File: config.mk
export PLATFORM = sky130hd
export DESIGN_NAME = modexp_decrypt_flat
export DESIGN_NICKNAME = d
export VERILOG_FILES = /design/src/rtl/modexp_decrypt_if.sv /design/src/rtl/modexp_decrypt.sv /design/src/flat_wrapper.sv
export SDC_FILE = /design/constraint.sdc
export NUM_CORES = 1
export LEC_CHECK = 0
export ABC_CLOCK_PERIOD_IN_PS = 32299
export CAP_MARGIN = 0
export CORE_UTILIZATION = 60
export DETAILED_ROUTE_END_ITERATION = 6
export PLACE_DENSITY = 0.8
export SLEW_MARGIN = 40
export SYNTH_ARGS = -nofsm -noshare
export SYNTH_HDL_FRONTEND = slang
export SYNTH_SLANG_ARGS = --single-unit
File: constraint.sdc
create_clock -name i_clk -period 32.3 [get_ports i_clk]
set_clock_uncertainty 0.2 [all_clocks]
set_input_delay 4.845 -clock i_clk [delete_from_list [all_inputs] [get_ports i_clk]]
set_output_delay 4.845 -clock i_clk [all_outputs]
set_load 0.005 [all_outputs]
File: src/rtl/modexp_decrypt_if.sv
// Handshake and operand bus for the modular-exponentiation engine.
// Signal prefixes are from the engine's point of view: i_ feeds the engine, o_ comes back.
interface modexp_decrypt_if #(
  parameter int WIDTH = 8
) ();
  logic             i_start;
  logic [WIDTH-1:0] i_c;
  logic [WIDTH-1:0] i_d;
  logic [WIDTH-1:0] i_n;
  logic             o_busy;
  logic             o_done;
  logic [WIDTH-1:0] o_m;
  logic             o_err;

  // Requester side: launches operations and reads results.
  modport master (
    output i_start, i_c, i_d, i_n,
    input  o_busy, o_done, o_m, o_err
  );

  // Engine side.
  modport slave (
    input  i_start, i_c, i_d, i_n,
    output o_busy, o_done, o_m, o_err
  );
endinterface

File: src/rtl/modexp_decrypt.sv
// Constant-latency modular exponentiation m = c^d mod n, right-to-left
// square-and-multiply, one exponent bit per cycle for exactly WIDTH cycles.
//
// state | meaning
// IDLE  | waiting for start; operands captured when start is seen
// LOAD  | reduce base mod n, seed acc, or flag err when n == 0
// ITER  | one exponent bit per cycle, WIDTH cycles, no early exit
// DONE  | one-cycle done pulse; m/err valid; start ignored
module modexp_decrypt #(
  parameter int WIDTH = 8
) (
  input  logic          i_clk,
  input  logic          i_rst,
  modexp_decrypt_if.slave bus
);
  localparam int CW = $clog2(WIDTH + 1);

  typedef enum logic [1:0] {IDLE, LOAD, ITER, DONE} state_t;

  state_t           r_state;
  state_t           w_state_nxt;
  logic [WIDTH-1:0] r_cap_d;
  logic [WIDTH-1:0] r_cap_n;
  logic [WIDTH-1:0] r_base;
  logic [WIDTH-1:0] r_acc;
  logic [WIDTH-1:0] r_e;
  logic [CW-1:0]    r_cnt;
  logic [WIDTH-1:0] r_m;
  logic             r_err;

  logic [2*WIDTH-1:0] w_n_ext;
  logic [2*WIDTH-1:0] w_base_sq;
  logic [2*WIDTH-1:0] w_acc_prod;
  logic [WIDTH-1:0]   w_base_sq_mod;
  logic [WIDTH-1:0]   w_acc_prod_mod;
  logic [WIDTH-1:0]   w_acc_nxt;
  logic [WIDTH-1:0]   w_base_red;
  logic [WIDTH-1:0]   w_acc_init;
  logic               w_n_zero;
  logic               w_last;

  // Full-width products reduced in the same cycle; both use the pre-edge base.
  assign w_n_ext        = {{WIDTH{1'b0}}, r_cap_n};
  assign w_base_sq      = {{WIDTH{1'b0}}, r_base} * {{WIDTH{1'b0}}, r_base};
  assign w_acc_prod     = {{WIDTH{1'b0}}, r_acc} * {{WIDTH{1'b0}}, r_base};
  assign w_base_sq_mod  = WIDTH'(w_base_sq % w_n_ext);
  assign w_acc_prod_mod = WIDTH'(w_acc_prod % w_n_ext);
  assign w_acc_nxt      = r_e[0] ? w_acc_prod_mod : r_acc;
  assign w_base_red     = r_base % r_cap_n;
  assign w_acc_init     = (r_cap_n == WIDTH'(1)) ? '0 : WIDTH'(1);
  assign w_n_zero       = (r_cap_n == '0);
  assign w_last         = (r_cnt == CW'(WIDTH - 1));

  // State register with reset priority over everything.
  always_ff @(posedge i_clk) begin
    if (i_rst) r_state <= IDLE;
    else       r_state <= w_state_nxt;
  end

  // Next-state decode.
  always_comb begin
    w_state_nxt = r_state;
    case (r_state)
      IDLE: if (bus.i_start) w_state_nxt = LOAD;
      LOAD: w_state_nxt = w_n_zero ? DONE : ITER;
      ITER: if (w_last) w_state_nxt = DONE;
      DONE: w_state_nxt = IDLE;
      default: w_state_nxt = IDLE;
    endcase
  end

  // Status outputs decoded from the state register only.
  always_comb begin
    bus.o_busy = 1'b0;
    bus.o_done = 1'b0;
    bus.o_busy = (r_state != IDLE);
    bus.o_done = (r_state == DONE);
  end

  assign bus.o_m   = r_m;
  assign bus.o_err = r_err;

  // Datapath: operand capture, reduction, and one square-and-multiply step per ITER cycle.
  always_ff @(posedge i_clk) begin
    if (i_rst) begin
      r_cap_d <= '0;
      r_cap_n <= '0;
      r_base  <= '0;
      r_acc   <= '0;
      r_e     <= '0;
      r_cnt   <= '0;
      r_m     <= '0;
      r_err   <= 1'b0;
    end else begin
      case (r_state)
        IDLE: begin
          if (bus.i_start) begin
            r_base  <= bus.i_c;
            r_cap_d <= bus.i_d;
            r_cap_n <= bus.i_n;
          end
        end
        LOAD: begin
          if (w_n_zero) begin
            r_m   <= '0;
            r_err <= 1'b1;
          end else begin
            r_base <= w_base_red;
            r_acc  <= w_acc_init;
            r_e    <= r_cap_d;
            r_cnt  <= '0;
            r_err  <= 1'b0;
          end
        end
        ITER: begin
          r_acc  <= w_acc_nxt;
          r_base <= w_base_sq_mod;
          r_e    <= r_e >> 1;
          r_cnt  <= r_cnt + CW'(1);
          if (w_last) r_m <= w_acc_nxt;
        end
        default: ;
      endcase
    end
  end
endmodule

File: src/flat_wrapper.sv
// flat-port wrapper written by rule: the top's interface ports become plain ports
module modexp_decrypt_flat 
#(
  parameter int WIDTH = 8
)
  (i_clk, i_rst, bus_i_start, bus_i_c, bus_i_d, bus_i_n, bus_o_busy, bus_o_done, bus_o_m, bus_o_err);
  modexp_decrypt_if #(.WIDTH(WIDTH)) bus_i ();
  input  logic i_clk;
  input  logic i_rst;
  input wire logic [$bits(bus_i.i_start)-1:0] bus_i_start;
  input wire logic [$bits(bus_i.i_c)-1:0] bus_i_c;
  input wire logic [$bits(bus_i.i_d)-1:0] bus_i_d;
  input wire logic [$bits(bus_i.i_n)-1:0] bus_i_n;
  output wire logic [$bits(bus_i.o_busy)-1:0] bus_o_busy;
  output wire logic [$bits(bus_i.o_done)-1:0] bus_o_done;
  output wire logic [$bits(bus_i.o_m)-1:0] bus_o_m;
  output wire logic [$bits(bus_i.o_err)-1:0] bus_o_err;
  assign bus_i.i_start = bus_i_start;
  assign bus_i.i_c = bus_i_c;
  assign bus_i.i_d = bus_i_d;
  assign bus_i.i_n = bus_i_n;
  assign bus_o_busy = bus_i.o_busy;
  assign bus_o_done = bus_i.o_done;
  assign bus_o_m = bus_i.o_m;
  assign bus_o_err = bus_i.o_err;
  modexp_decrypt #(.WIDTH(WIDTH)) u_core (.i_clk(i_clk), .i_rst(i_rst), .bus(bus_i));
endmodule
==> summary.txt <==
Status: finished with violations
Violations in the final reports: setup timing
Layout cells sized above 1: 22.1%
Post-synthesis xor/xnor area fraction: 5.58%
Die Wd: 173 µm
Detailed Place HPWL: 38,600 µm
Via/cell ratio: 6.56
Die height: 173 µm
Total CTS buffers: 5
Synthesized area: 0.0176 mm²
Post-Route WL: 56,600 µm
Reg-to-reg slack, setup: -0.65 ns
Number of global-route vias before repair: 18,000
Number of distinct library cells after synthesis: 101
Main synth FF type: dfxtp_1
Final period util: 102%
Vias post-DR: 19,300
Row cnt: 62
Most frequent cells in the layout: ha_1 (243), buf_4 (232), nor2_1 (177)
Largest net degree at the start of global routing: 43
Clk Latency, worst-skew pair: 0.31 ns
Cts-stage hold buffer count: 0
Final Max Slew Viols: 0
Ys Warns: 0
Setup WS post-layout: -0.652 ns
Post-synth EDFFs: 0
WL per Instance: 19.3 µm
Nets: 2,916
Worst Reg2Reg Path Length in Cells: 158
Arr. time, crit path: 32.94 ns
Worst Path Required: 32.29 ns
H-tree levels: 2
Top delay family on crit path: compound AO/OA/AOI/OAI gates
Initial antenna violation count: 0
1st-iter DRT viols: 1,326
GR Util All Layers: 32.5%
Syn Inst Count: 2,333
Area of the die: 0.0300 mm²
RSZ-0062 raised after global routing: true
WS Path Type: flop to flop
IO Count: 38
CP endpoint kind: flop
Hold Vio Cnt, Final: 0
Final core occ: 74.9%
Synthesis-stage register bit count: 55
Post-Synthesis Mean Instance Area: 7.54 µm²
Most used cell, CP: o21a_1
Root Buffer: clkbuf_16
Worst-path clk slew: 0.08 ns
Area grow syn2layout: 22.6%
Area of the core: 0.0288 mm²
F_max: 0.0303 GHz
Antenna-violating nets left: 0
Initial Utilization: 61.1%
Diodes inserted: 0
Worst-path fanout max: 8
Mux cell area share after synthesis: 5.73%
Area fraction in and, or, nand and nor cells after synthesis: 23.4%
Worst hold-check path type: flop to flop
IO Port Bufs: 37
Cell count along the critical path: 158
Max_cap viols: 0
Crit start category: flop
Min Tclk post-route: 32.95 ns
Crit Reg-Reg Endpoint: u_core.r_base[5]$_SDFFE_PP0P_
Fillcell total: 2,012
Max clock buf depth: 2
Crit path max-delay cell type: fa_1
Sequential share of the synthesized area: 6.26%
Measured slew at the worst slew-check pin: 1.13 ns
Largest family of logic cells by synthesized area: compound AO/OA/AOI/OAI gates
Final Setup Violations: 8
Syn Nets: 2,696
CTS tree: done
Synth Area in Adders: 26.7%
Crit path capture: u_core.r_base[5]$_SDFFE_PP0P_
Critical path buffer and inverter count: 6
GPL Wtd Cong: 0.947
Biggest cell delay along the critical path: 0.53 ns
CTS Sinks: 55
Post-route DRC: 0
Async SR Flop Fraction: 0%
Drt pass-1 iters: 5
Grt ovf: 0
Compound-Gate Fraction of Synth Area: 27.4%
Most common cell after layout, fill and taps aside: ha_1
Slew HR: 23.6%
Global-route wire length before repair: 82,700 µm
-- per-stage QoR --
stage / area [µm²] / worst slack [ns] / hold slack (ns) / TNS [ns] / std cells
detailed placement: 19000 / -1.26 / 0.252 / -27.43 / 2787
global placement: 19000 / -0.104 / 0.243 / -0.355 / 2787
global route: 21500 / -1.80 / 0.278 / -25.24 / 2938
finish: 21500 / -0.652 / 0.265 / -4.76 / 2938
CTS: 19700 / 0.0150 / 0.263 / 0 / 2831
floorplan: 17700 / -0.0192 / 0.232 / -0.0192 / 2333
-- logic make-up after synthesis --
family / after synthesis
AO/OA/AOI/OAI: 695
XOR/XNOR: 112
adder cells (fa/ha/maj): 337
buffers and inverters: 220
flip-flops: 55
multiplexers: 92
other: 2
AND/OR/NAND/NOR: 820
-- layer usage --
metal  wire [µm]  global-route usage (%)  up-vias
met1       21900                    37.3     9115
li1            -                       -     9041
met4        2960                    13.8        0
met2       28700                    61.6      823
met5           0                       0        -
met3        3080                    2.29      286
-- state kept, by name, indices dropped and copies added (netlist names), named ones only --
| name | count |
|---|---|
| u_core.r_acc | 8 |
| u_core.r_cap_n | 8 |
| u_core.r_e | 8 |
| u_core.r_cap_d | 8 |
| u_core.r_cnt | 4 |
| u_core.bus.o_m | 8 |
| u_core.bus.o_err | 1 |
| u_core.r_state | 2 |
| u_core.r_base | 7 |
-- cell usage after synthesis, types with 14 or more instances --
cell type,instances,area [µm²]
a31oi_1,24,150
nor2b_1,32,200
a21oi_1,145,726
clkbuf_1,50,188
mux2_2,48,541
dfxtp_1,55,1100
nand2b_1,31,194
o31ai_1,41,308
nand2_1,183,687
xnor2_1,64,561
nor3_1,107,536
o211ai_1,23,173
o211a_1,14,140
mux2i_1,38,380
a21o_1,59,443
o21a_1,106,796
and2_1,91,569
nand3_1,58,290
ha_1,273,3420
or3_1,20,125
or2_2,15,93.8
xor2_1,48,420
o21ai_0,111,556
a211oi_1,22,165
inv_1,150,563
nor2_1,203,762
fa_1,63,1260
-- worst min-delay path by stage --
stage	cells past startpoint	to	slack, ns	start
detailed placement	2	u_core.r_cap_d[1]$_SDFFE_PP0P_	0.25	u_core.r_cap_d[1]$_SDFFE_PP0P_
CTS	2	u_core.r_cap_d[1]$_SDFFE_PP0P_	0.26	u_core.r_cap_d[1]$_SDFFE_PP0P_
global placement	2	u_core.r_cap_d[6]$_SDFFE_PP0P_	0.24	u_core.r_cap_d[6]$_SDFFE_PP0P_
floorplan	2	u_core.r_cap_d[7]$_SDFFE_PP0P_	0.23	u_core.r_cap_d[7]$_SDFFE_PP0P_
finish	2	u_core.r_cap_d[1]$_SDFFE_PP0P_	0.26	u_core.r_cap_d[1]$_SDFFE_PP0P_
global route	2	u_core.r_cap_d[5]$_SDFFE_PP0P_	0.28	u_core.r_cap_d[5]$_SDFFE_PP0P_
-- worst register-to-register path: cells and delay by family, from the launching register on --
kind	cells	cell delay, ns
adder cells (fa/ha/maj)	21	6.47
XOR/XNOR	1	0.16
flip-flops	1	0.38
AO/OA/AOI/OAI	93	17.98
buffers and inverters	6	0.70
AND/OR/NAND/NOR	33	5.78
multiplexers	4	1.17
-- what timing repair did --
item	CTS	global route
cloned	2	0
buffers inserted	34	107
pin swaps	36	189
resized for setup	74	218
setup endpoints to repair	24	24
-- layout make-up --
| class | instances | area [µm²] | share of cell area, % |
|---|---|---|---|
| timing repair buffer | 281 | 2250 | 10.4 |
| clock inverter | 3 | 27.5 | 0.128 |
| tap | 384 | 480 | 2.23 |
| sequential | 55 | 1120 | 5.19 |
| inverter | 151 | 567 | 2.63 |
| clock buffer | 5 | 125 | 0.581 |
| multi-input combinational | 2059 | 17000 | 78.8 |
Power is left out: the tool's default activity adds up to more than one toggle a clock period on the data nets, which glitch-free logic cannot reach.
